==> src/rtl/rr_mux_arbiter.sv <==
// Round-robin arbiter driving the select lines of a shared 4:1 mux.
// Grants one requester at a time, rotates priority on release, and preempts
// an owner that has held the mux for MAX_HOLD cycles while others wait.
module rr_mux_arbiter #(
    parameter int unsigned DW       = 1,
    parameter int unsigned MAX_HOLD = 8
) (
    input  logic          clk,
    input  logic          rst,
    input  logic [3:0]    req,
    input  logic [DW-1:0] i0,
    input  logic [DW-1:0] i1,
    input  logic [DW-1:0] i2,
    input  logic [DW-1:0] i3,
    output logic [3:0]    gnt,
    output logic          s0,
    output logic          s1,
    output logic [DW-1:0] y,
    output logic          valid
);

    localparam logic StIdle  = 1'b0;
    localparam logic StGrant = 1'b1;

    localparam bit PreemptEn = (MAX_HOLD != 0);
    // Preemption compares against the same value the counter saturates at.
    localparam logic [7:0] HoldSat = PreemptEn ? 8'(MAX_HOLD - 1) : 8'd255;

    logic       state_q, state_d;
    logic [1:0] owner_q, owner_d;
    logic [1:0] ptr_q, ptr_d;
    logic [7:0] hold_q, hold_d;
    logic [3:0] gnt_q, gnt_d;
    logic       valid_q, valid_d;

    logic [1:0] ptr_nxt;
    logic [3:0] owner_oh;
    logic [3:0] others;
    logic [2:0] pk_idle, pk_rel, pk_pre;

    // Returns {found, index}: first set bit of r scanning p, p+1, ... mod 4.
    function automatic logic [2:0] pick(input logic [3:0] r, input logic [1:0] p);
        logic [2:0] res;
        logic [1:0] k;
        res = 3'b000;
        for (int i = 3; i >= 0; i--) begin
            k = p + 2'(i);
            if (r[k]) res = {1'b1, k};
        end
        return res;
    endfunction

    assign ptr_nxt  = owner_q + 2'd1;
    assign owner_oh = 4'b0001 << owner_q;
    assign others   = req & ~owner_oh;
    assign pk_idle  = pick(req, ptr_q);
    assign pk_rel   = pick(req, ptr_nxt);
    assign pk_pre   = pick(others, ptr_nxt);

    // Next-state: initial grant, release hand-off, preemption, or hold.
    always_comb begin
        state_d = state_q;
        owner_d = owner_q;
        ptr_d   = ptr_q;
        hold_d  = hold_q;
        gnt_d   = gnt_q;
        valid_d = valid_q;
        unique case (state_q)
            StIdle: begin
                if (pk_idle[2]) begin
                    state_d = StGrant;
                    owner_d = pk_idle[1:0];
                    gnt_d   = 4'b0001 << pk_idle[1:0];
                    valid_d = 1'b1;
                    hold_d  = 8'd0;
                end
            end
            StGrant: begin
                if (!req[owner_q]) begin
                    ptr_d = ptr_nxt;
                    if (pk_rel[2]) begin
                        owner_d = pk_rel[1:0];
                        gnt_d   = 4'b0001 << pk_rel[1:0];
                        hold_d  = 8'd0;
                    end else begin
                        state_d = StIdle;
                        owner_d = 2'd0;
                        gnt_d   = 4'b0000;
                        valid_d = 1'b0;
                        hold_d  = 8'd0;
                    end
                end else if (PreemptEn && (hold_q == HoldSat) && (others != 4'b0000)) begin
                    ptr_d   = ptr_nxt;
                    owner_d = pk_pre[1:0];
                    gnt_d   = 4'b0001 << pk_pre[1:0];
                    hold_d  = 8'd0;
                end else if (hold_q != HoldSat) begin
                    hold_d = hold_q + 8'd1;
                end
            end
            default: ;
        endcase
    end

    // State registers with asynchronous reset to idle.
    always_ff @(posedge clk or posedge rst) begin
        if (rst) begin
            state_q <= StIdle;
            owner_q <= 2'd0;
            ptr_q   <= 2'd0;
            hold_q  <= 8'd0;
            gnt_q   <= 4'b0000;
            valid_q <= 1'b0;
        end else begin
            state_q <= state_d;
            owner_q <= owner_d;
            ptr_q   <= ptr_d;
            hold_q  <= hold_d;
            gnt_q   <= gnt_d;
            valid_q <= valid_d;
        end
    end

    assign gnt   = gnt_q;
    assign s0    = owner_q[1];
    assign s1    = owner_q[0];
    assign valid = valid_q;

    // Output mux; forced to zero whenever nobody owns the mux.
    always_comb begin
        y = '0;
        if (valid_q) begin
            unique case (owner_q)
                2'd0: y = i0;
                2'd1: y = i1;
                2'd2: y = i2;
                2'd3: y = i3;
                default: y = '0;
            endcase
        end
    end

endmodule

==> config.mk <==
export PLATFORM = sky130hd
export DESIGN_NAME = rr_mux_arbiter
export DESIGN_NICKNAME = d
export VERILOG_FILES = /design/src/rtl/rr_mux_arbiter.sv
export SDC_FILE = /design/constraint.sdc
export NUM_CORES = 1
export LEC_CHECK = 0
export CORE_MARGIN = 1.5
export CORE_UTILIZATION = 45
export DETAILED_ROUTE_END_ITERATION = 12
export GPL_ROUTABILITY_DRIVEN = 0
export GPL_TIMING_DRIVEN = 0
export MAX_ROUTING_LAYER = met4
export PLACE_DENSITY = 0.63
export SYNTH_ARGS = -nofsm -noshare
export SYNTH_HDL_FRONTEND = slang
export SYNTH_SLANG_ARGS = --single-unit
==> constraint.sdc <==
create_clock -name clk -period 3.3 [get_ports clk]
set_input_delay 0.99 -clock clk [delete_from_list [all_inputs] [get_ports clk]]
set_output_delay 0.99 -clock clk [all_outputs]
set_load 0.02 [all_outputs]
==> results summary <==
The flow ran to the end, and the final reports show no timing, DRC or antenna violations. In the final design database the tool counted 214 nets. The library cell contributing the largest single delay on the critical path is sky130_fd_sc_hd__clkdlybuf4s50_1. The worst hold path belongs to the class reg2reg. The die covers 3650 um^2.

The main combinational cell family by area after synthesis is simple AND/OR/NAND/NOR gates. The launching element type of the critical path is an input port. Buffers placed on the I/O ports in this run total 17. The first-pass iteration count of the detailed router came out at 4.

Setup slack on the critical path of the routed design comes to 182 ps. Of the total synthesized cell area, the portion taken by AND, OR, NAND and NOR gates is 0.266. Summing over every cut layer, the via total after detailed routing is 1420.

The diode insertion count for antenna repair is 0. The synthesized netlist net count came out at 192. The number of distinct library cells after synthesis is 52.

The root buffer cell chosen for the clock tree is sky130_fd_sc_hd__clkbuf_4. In this run the number of cells on the critical path is 5. The effective utilization at floorplan is 0.481. For this run, the top clock speed supported by timing is 0.321 GHz.

The pin count of the biggest net entering global routing came out at 19. The area inside the core boundary came out at 3080 um^2. Counting both buffers and inverters, the worst setup path holds a total of 2. The total DRC errors in the routed layout is 0.

The tightest hold margin came out at 515 ps. The iteration-0 DRC count of the detailed router came out at 114. Clock latency on the worst-skew pair, taken at its later pin, is 290 ps.

After global routing the overflow that remains totals 0. The synthesized area came out at 1480 um^2. Among all flip-flop cells after synthesis, the most frequent one is sky130_fd_sc_hd__dfrtp_1.

Measured against its own limit, the worst slew margin works out to 0.538. The flip-flop and latch count after synthesis is 18. The max-cap violation count is 0. At the pin with the least slew margin, the transition time is 692 ps. The via density per instance came out at 5.89. The number of enable flip-flop cells after synthesis is 0. Among cell families on the critical path, the largest total delay comes from buffers and inverters. The number of global-route vias before repair is 1345. The worst setup path is of the in2out kind.

After layout, the design draws a total of 1530 uW. The floorplan row count is 20. Walking the worst path, the cells encountered are clkdlybuf4s50_1 > a222oi_1 > o21ai_0 > and2_1 > clkbuf_2. The switching power as a share of total power is 0.475. For this run, the total global-route usage over all layers was measured as 0.237. The ratio of total power to cell area came out at 889 nW/um^2. Across the VDD grid, the largest voltage drop is 404 uV. The number of warnings issued by yosys came out at 0. The vertical die dimension is 60.4 um. The number of sinks driven by the clock tree is 18.

After clock tree synthesis, the clock-pin slew on the worst setup and hold paths is 100 ps. The net switching power came out at 728 uW. The routed wire length per instance came out at 15.2 um. The leakage component of the power is 0.000726 uW. The first-pass GRT wire length is 6.37 mm. The worst register-to-register path has a setup slack of 420 ps.

The setup slack after placement came out at -220 ps. The number of failing hold endpoints at the final stage is 0. The number of cell instances on the worst register-to-register path came out at 8. The post-synthesis cell count is 177.

The portion of total power attributed to combinational logic is 0.704. The number of top-level design ports came out at 18. The share of cells above drive strength 1 is 0.0914.

The share of power burned in registers is 0.224. The largest stage delay on the critical path came out at 400 ps. The post-synthesis adder-cell area fraction came out at 0.0490. The startpoint identified for the worst register-to-register timing path is owner_q[0]. The sum of routed wire length over all layers is 3.67 mm. The worst hold path begins at gnt[2]. The total of endpoints with negative setup slack in the final report is 0. The clock period could shrink to 3120 ps.

The total of hold buffers inserted after clock tree synthesis is 0. The complex-gate fraction of the synthesized area is 0.232. The post-synthesis to final-layout area growth came out at 16.4%.

Setup repair after global routing left no endpoint under its margin. In this run the worst path has a maximum fanout of 1. The sequential area share after synthesis is 0.304. The clock arrives with 5.30 ps of skew.

The final-report max-slew violation count was 0. The cell internal power dissipation came out at 804 uW. The number of antenna violations at the first check in global routing is 0. The xor/xnor cell area share of the yosys netlist came out at 0.0355. The worst hold path terminates at gnt[2]. TritonCTS built the clock tree.

Dividing the synthesized area by the synthesized cell count gives 8.37 um^2. The arrival time of data at the critical path endpoint is 2130 ps. The share of flip-flops with an asynchronous set or reset after synthesis is 1.00. The horizontal die dimension is 60.4 um. The number of cells on the worst hold path is 1. The summed negative setup slack over all endpoints came out at 0 ps. In the finished design, the share of the clock period the worst path needs comes to 0.945. The buffer levels on the longest clock path is 2.

The remaining antenna violation count is 0. In this run the critical register-to-register path is captured at gnt[1]. After legalization and detailed placement, the total HPWL measured 2.69 mm.

The share of cell area taken by muxes after synthesis came out at 0.0583. The worst path required time came out at 2310 ps. CTS built an H-tree with a depth of 1. The worst setup path is captured at a primary output. The relative contribution of the clock network to total power came out at 0.071. The number of buffers inserted to repair setup after CTS came out at 0.

The total CTS buffers is 3. In the layout the commonest cells are 18 x sky130_fd_sc_hd__nand2_1, 18 x sky130_fd_sc_hd__dfrtp_1, 16 x sky130_fd_sc_hd__clkdlybuf4s50_1.
-- state kept, by name, summed over array words and instances (netlist names) --
signal	flops
gnt	4
hold_q	8
owner_q	2
ptr_q	2
state_q	1
valid	1
-- how the worst max path moves through the flow --
stage	startpoint	to	slack (ps)
floorplan	owner_q[0]	gnt[1]	610
global placement	i3	y	-200
detailed placement	i3	y	-220
CTS	i3	y	20
global route	req[1]	gnt[2]	90
finish	i3	y	180
-- metrics by stage --
step                utilization  cell area (um^2)  std cells
floorplan                     -              1480        177
global placement          0.554              1710        238
detailed placement        0.554              1710        238
CTS                       0.562              1730        241
global route              0.560              1720        241
finish                    0.560              1720        241
-- power groups by stage --
stage / logic (uW) / clock network (uW) / registers [uW]
global placement: 1050 / 0 / 344
detailed placement: 1060 / 0 / 348
finish: 1080 / 109 / 344
CTS: 1070 / 112 / 345
global route: 1190 / 123 / 353
floorplan: 752 / 0 / 378
-- final cells by class --
type / count / area [um^2]
fillers: 301 / 1350
flip-flops and latches: 18 / 450
clock buffers: 3 / 22.5
multi-input cells: 139 / 950
repair buffers: 17 / 165
inverters: 10 / 37.5
well taps: 44 / 55.1
plain buffers: 10 / 43.8
-- synth_stat cells (4+ instances only) --
cell | number | area share
sky130_fd_sc_hd__dfrtp_1 | 18 | 0.30
sky130_fd_sc_hd__nand2_1 | 18 | 0.046
sky130_fd_sc_hd__nor2_1 | 15 | 0.038
sky130_fd_sc_hd__inv_1 | 9 | 0.023
sky130_fd_sc_hd__nand2b_1 | 9 | 0.038
sky130_fd_sc_hd__o21ai_0 | 7 | 0.024
sky130_fd_sc_hd__xor2_1 | 6 | 0.035
sky130_fd_sc_hd__buf_2 | 5 | 0.017
sky130_fd_sc_hd__clkbuf_1 | 5 | 0.013
sky130_fd_sc_hd__ha_1 | 5 | 0.042
sky130_fd_sc_hd__a21oi_1 | 4 | 0.014
sky130_fd_sc_hd__and3_1 | 4 | 0.017
sky130_fd_sc_hd__nand3_1 | 4 | 0.014
sky130_fd_sc_hd__nand4_1 | 4 | 0.017
sky130_fd_sc_hd__nor3_1 | 4 | 0.014
sky130_fd_sc_hd__o211ai_1 | 4 | 0.020
-- metal layers --
layer / GRT usage / vias up / part of all wire
li1: - / 698 / -
met1: 0.360 / 672 / 0.49
met2: 0.335 / 48 / 0.46
met3: 0.0448 / 2 / 0.052
met4: 0.0317 / 0 / 0.0057
met5: - / - / 0
-- logic make-up after synthesis --
group / after synthesis
AND/OR/NAND/NOR: 76
adder cells (fa/ha/maj): 6
flip-flops: 18
buffers and inverters: 20
AO/OA/AOI/OAI: 45
multiplexers: 6
XOR/XNOR: 6
-- timing repair --
| item | in CTS | in global routing |
|---|---|---|
| endpoints found under the setup margin | 1 | 1 |
| pin swaps | 0 | 0 |
| resized for setup | 2 | 1 |
| hold endpoints to repair | 0 | 0 |
No activity file was read; power rests on OpenSTA's default activity.
